**config.mk**
```make
export PLATFORM = sky130hd
export DESIGN_NAME = barrel_multiplier
export DESIGN_NICKNAME = d
export VERILOG_FILES = /design/src/rtl/barrel_multiplier_pkg.sv /design/src/rtl/shift_stage.sv /design/src/rtl/barrel_multiplier.sv
export SDC_FILE = /design/constraint.sdc
export NUM_CORES = 1
export LEC_CHECK = 0
export CORE_ASPECT_RATIO = 0.7
export CORE_MARGIN = 2
export CORE_UTILIZATION = 40
export DETAILED_ROUTE_END_ITERATION = 16
export PLACE_DENSITY_LB_ADDON = 0.05
export SLEW_MARGIN = 10
export SYNTH_ARGS = -nofsm -noshare
export SYNTH_HDL_FRONTEND = slang
export SYNTH_SLANG_ARGS = --single-unit
```
**constraint.sdc**
```tcl
create_clock -name clk -period 1.5 [get_ports clk]
set_input_delay 0.3 -clock clk [delete_from_list [all_inputs] [get_ports clk]]
set_output_delay 0.3 -clock clk [all_outputs]
set_load 0.01 [all_outputs]
```
**src/rtl/barrel_multiplier_pkg.sv**
```systemverilog
// Shared constants and constant functions for the barrel multiplier pipeline.
// Saturation bounds are returned as 64-bit values; callers truncate them to WIDTH.
package barrel_multiplier_pkg;

   function automatic longint sat_max(input int width);
      return (longint'(1) <<< (width - 1)) - 1;
   endfunction

   function automatic longint sat_min(input int width);
      return -(longint'(1) <<< (width - 1));
   endfunction

   function automatic int stage_count(input int shift_w);
      return shift_w;
   endfunction

   // A step of 2^stage positions that is at least the word width pushes every bit out.
   function automatic bit step_clears_word(input int stage, input int width);
      return (longint'(1) <<< stage) >= longint'(width);
   endfunction

endpackage

```
**src/rtl/shift_stage.sv**
```systemverilog
// One registered pipeline step: conditionally shifts left by 2^STAGE and
// accumulates a sticky overflow flag against the operand's original sign.
module shift_stage
   import barrel_multiplier_pkg::*;
#(
   parameter int WIDTH   = 8,
   parameter int SHIFT_W = 4,
   parameter int STAGE   = 0
) (
   input  logic               clk,
   input  logic               rst,
   input  logic               en,
   input  logic               in_valid,
   input  logic [WIDTH-1:0]   in_data,
   input  logic [SHIFT_W-1:0] in_shift,
   input  logic               in_ovf,
   input  logic               in_sign,
   output logic               out_valid,
   output logic [WIDTH-1:0]   out_data,
   output logic [SHIFT_W-1:0] out_shift,
   output logic               out_ovf,
   output logic               out_sign
);

   logic [WIDTH-1:0] shifted;
   logic             overflow;

   if (step_clears_word(STAGE, WIDTH)) begin : g_flush
      always_comb begin
         shifted  = '0;
         overflow = |in_data;
      end
   end else begin : g_shift
      localparam int STEP = 1 << STAGE;
      // Every bit shifted out, plus the new sign bit, must match the original sign.
      always_comb begin
         shifted  = in_data << STEP;
         overflow = in_data[WIDTH-1 -: STEP+1] != {(STEP+1){in_sign}};
      end
   end

   // Bubbles only clear the valid bit; the payload keeps its last real value.
   always_ff @(posedge clk) begin
      if (rst) begin
         out_valid <= 1'b0;
         out_data  <= '0;
         out_shift <= '0;
         out_ovf   <= 1'b0;
         out_sign  <= 1'b0;
      end else if (en) begin
         out_valid <= in_valid;
         if (in_valid) begin
            out_data  <= in_shift[STAGE] ? shifted : in_data;
            out_shift <= in_shift;
            out_ovf   <= in_ovf | (in_shift[STAGE] & overflow);
            out_sign  <= in_sign;
         end
      end
   end

endmodule

```
**src/rtl/barrel_multiplier.sv**
```systemverilog
// Pipelined saturating y = x * 2^shift_n: one shift_stage per shift_n bit,
// a global stall when the consumer back-pressures, and saturation on the last stage.
module barrel_multiplier
   import barrel_multiplier_pkg::*;
#(
   parameter int WIDTH   = 8,
   parameter int SHIFT_W = 4
) (
   input  logic               clk,
   input  logic               rst,
   input  logic               in_valid,
   output logic               in_ready,
   input  logic [WIDTH-1:0]   x,
   input  logic [SHIFT_W-1:0] shift_n,
   output logic               out_valid,
   input  logic               out_ready,
   output logic [WIDTH-1:0]   y,
   output logic               ovf
);

   localparam int               STAGES  = stage_count(SHIFT_W);
   localparam logic [WIDTH-1:0] SAT_MAX = WIDTH'(sat_max(WIDTH));
   localparam logic [WIDTH-1:0] SAT_MIN = WIDTH'(sat_min(WIDTH));

   logic               stall;
   logic               advance;
   logic               valid_pipe [0:STAGES];
   logic [WIDTH-1:0]   data_pipe  [0:STAGES];
   logic [SHIFT_W-1:0] shift_pipe [0:STAGES];
   logic               ovf_pipe   [0:STAGES];
   logic               sign_pipe  [0:STAGES];

   assign stall    = out_valid & ~out_ready;
   assign advance  = ~stall;
   assign in_ready = ~stall;

   assign valid_pipe[0] = in_valid;
   assign data_pipe[0]  = x;
   assign shift_pipe[0] = shift_n;
   assign ovf_pipe[0]   = 1'b0;
   assign sign_pipe[0]  = x[WIDTH-1];

   for (genvar k = 0; k < STAGES; k++) begin : g_stage
      shift_stage #(
         .WIDTH   (WIDTH),
         .SHIFT_W (SHIFT_W),
         .STAGE   (k)
      ) u_stage (
         .clk       (clk),
         .rst       (rst),
         .en        (advance),
         .in_valid  (valid_pipe[k]),
         .in_data   (data_pipe[k]),
         .in_shift  (shift_pipe[k]),
         .in_ovf    (ovf_pipe[k]),
         .in_sign   (sign_pipe[k]),
         .out_valid (valid_pipe[k+1]),
         .out_data  (data_pipe[k+1]),
         .out_shift (shift_pipe[k+1]),
         .out_ovf   (ovf_pipe[k+1]),
         .out_sign  (sign_pipe[k+1])
      );
   end

   assign out_valid = valid_pipe[STAGES];

   // The last stage register is the output register; saturation is a mux on it.
   always_comb begin
      ovf = ovf_pipe[STAGES];
      y   = data_pipe[STAGES];
      if (ovf_pipe[STAGES]) begin
         y = sign_pipe[STAGES] ? SAT_MIN : SAT_MAX;
      end
   end

endmodule

```
==> flow_summary.toml <==
[timing]
setup_violations = 0
tightest_slew_ns = 0.461
fin_tns_setup_ns = 0
skew_ns = 0.00447
slew_headroom = 0.692
fin_crit_ns = 1.48
finalCritPeriodShare = 0.987
rsz0062_at_grt = "yes"
max_freq_mhz = 676
slew_viol_final = 0
hold_viol = 0

[setup_path]
worstPathArrival_ns = 1.18
worst_setup_path_end_kind = "output port"
startpoint_type = "flip-flop"
cp_max_fo = 7
required_ns = 1.20
path_class = "reg2out"

[final_layout]
area_growth_pct = 24.8
final_nets = 299
drive_gt1_frac = 0.173
insertedDiodeCount = 0

[clock_network]
postCtsSetupBuffers = 0
cts_htree_levels = 2
ctsHoldBuffers = 0
clk_path_buf_depth = 2
cts_sinks = 50
clk_pin_slew_worst_paths_ns = 0.09
clock_latency_ns = 0.30
cts_made_buffers = 5
cts_resized = 26
cts_root_buffer = "clkbuf_8"
cts_tree = "yes"

[flow_run]
maxCapViolCount = 0

[floorplan]
dieHeight_um = 65.9
die_w_um = 92.5
fp.coreArea_mm2 = 0.00526
start_util = 0.417
rows = 22
die_area_mm2 = 0.00610
pin_count = 27

[global_routing]
grt_pass1_vias = 1689
grt_max_degree = 51
grt_overflow_total = 0
grt_pass1_wl_um = 7750
track_usage = 0.161
antenna_found_initial = 0

[yosys]
ys_warn_count = 0
ys_seq_elements = 50
synth.area.top_cells = "dfxtp_1, mux2i_1, nand2_1"
dominantRegCellSynth = "dfxtp_1"
yosysSeqAreaShare = 0.457
synth_edf_count = 0
synthCells = 250
ys_async_sr_fraction = 0
synth_top_cell_area_share = 0.457
synth_area_mm2 = 0.00219
synth_top_area_cell = "dfxtp_1"
syn_avg_cell_area_um2 = 8.77
ys_types = 28
syn-num-nets = 266

[status]
status = "completed"

[routing]
avgRoutedWirePerCell_um = 12.4
first_iter_violations = 62
drtAntennaViolNets = 0
detail_route.vias_per_cell = 4.96
drt_pass1_iterations = 4
wirelength_um = 4430
num_vias = 1766
drc = 0

[power_and_ir_drop]
power.total_mw = 2.65
vdd_drop_max_uv = 379
p_leak_nw = 0.979
powerDensity_mw_per_mm2 = 968

[hold_path]
min_path_type = "in2reg"

[placed_design]
io_buffers = 26
place_hpwl_um = 3210
globalplace.congestion = 0.747
## cell families (layout without fill, tap and decap cells)
group,count (synthesis),count (layout),share of synthesized area
AND/OR/NAND/NOR,100,100,0.220
flip-flops,50,50,0.457
multiplexers,18,18,0.0828
AO/OA/AOI/OAI,56,56,0.178
XOR/XNOR,1,1,0.00400
buffers and inverters,25,59,0.0588
## final timing paths
check                           cells past startpoint  slack [ns]                              to                      startpoint
worst max register to register                      7        0.19  g_stage[2].u_stage.out_data[4]    g_stage[3].u_stage.out_valid
worst min-delay path                                3        0.44    g_stage[3].u_stage.out_valid                             rst
worst max-delay path                                3        0.02                            y[1]     g_stage[3].u_stage.out_sign
worst min register to register                      2        0.46  g_stage[3].u_stage.out_data[4]  g_stage[3].u_stage.out_data[4]
## cell usage after synthesis (all sizes together) (2+ instances only)
cell type  count
clkbuf         7
buf           10
nor3           3
mux2i         17
nor4           3
a21oi         29
nand3          2
nor2          23
nand2         45
dfxtp         50
and2           4
inv            8
o21ai          7
nand3b        15
a311oi         2
a211oi        18
## layout by cell type (no fill, tap or decap), drive strengths merged
cell type       n
and4            1
o21ai           7
nand3           2
clkdlybuf4s15   5
nor3            3
and2            4
clkbuf         10
dlygate4sd2     2
nand4           1
dlymetal6s2s    2
a311oi          2
a21oi          29
nand2          45
nand3b         15
inv             8
mux2i          17
buf            19
nor2           23
xor2            1
dfxtp          50
nand2b          1
a211oi         18
clkdlybuf4s50  13
nor4            3
or4             1
nor2b           1
mux2            1
## registers in the layout (all words and copies together) (netlist names)
register and cells:
g_stage.u_stage.out_data 32, g_stage.u_stage.out_shift 6, g_stage.u_stage.out_ovf 4, g_stage.u_stage.out_sign 4, g_stage.u_stage.out_valid 4
## power breakdown
group          leakage (nW)  internal (mW)  switching [mW]
sequential            0.409           1.38          0.0503
combinational         0.513          0.163           0.153
clock                0.0575          0.466           0.435
total                 0.979           2.01           0.638
## critical path, cell delays in order (launching register included)
cell             delay [ns]
dfxtp_1                0.31
nand2b_2               0.23
o21ai_1                0.10
clkdlybuf4s15_2        0.24
## per-layer routing
layer,global-route usage,vias up,share of wire
met4,0.0504,0,0.012
li1,-,929,-
met3,0.0433,8,0.035
met2,0.225,18,0.37
met1,0.239,811,0.58
met5,0,-,0
## layout make-up
cell class | count | area [um^2]
Fill cell | 553 | 2520
Clock buffer | 8 | 110
Tap cell | 72 | 90.1
Multi-Input combinational cell | 175 | 1060
Sequential cell | 50 | 1000
Timing Repair Buffer | 43 | 438
Inverter | 8 | 30.0
## through the flow
step / area [um^2] / worst slack, ns / utilization / instances / hold WS [ns]
6_report: 2740 / 0.0198 / 0.520 / 356 / 0.439
4_1_cts: 2740 / 0.000727 / 0.521 / 356 / 0.447
5_1_grt: 2740 / -0.0531 / 0.520 / 356 / 0.455
3_3_place_gp: 2630 / -0.216 / 0.500 / 348 / 0.443
2_1_floorplan: 2190 / 0.168 / - / 250 / 0.428
3_5_place_dp: 2630 / -0.229 / 0.500 / 348 / 0.447
No activity file was read; power rests on OpenSTA's default activity.
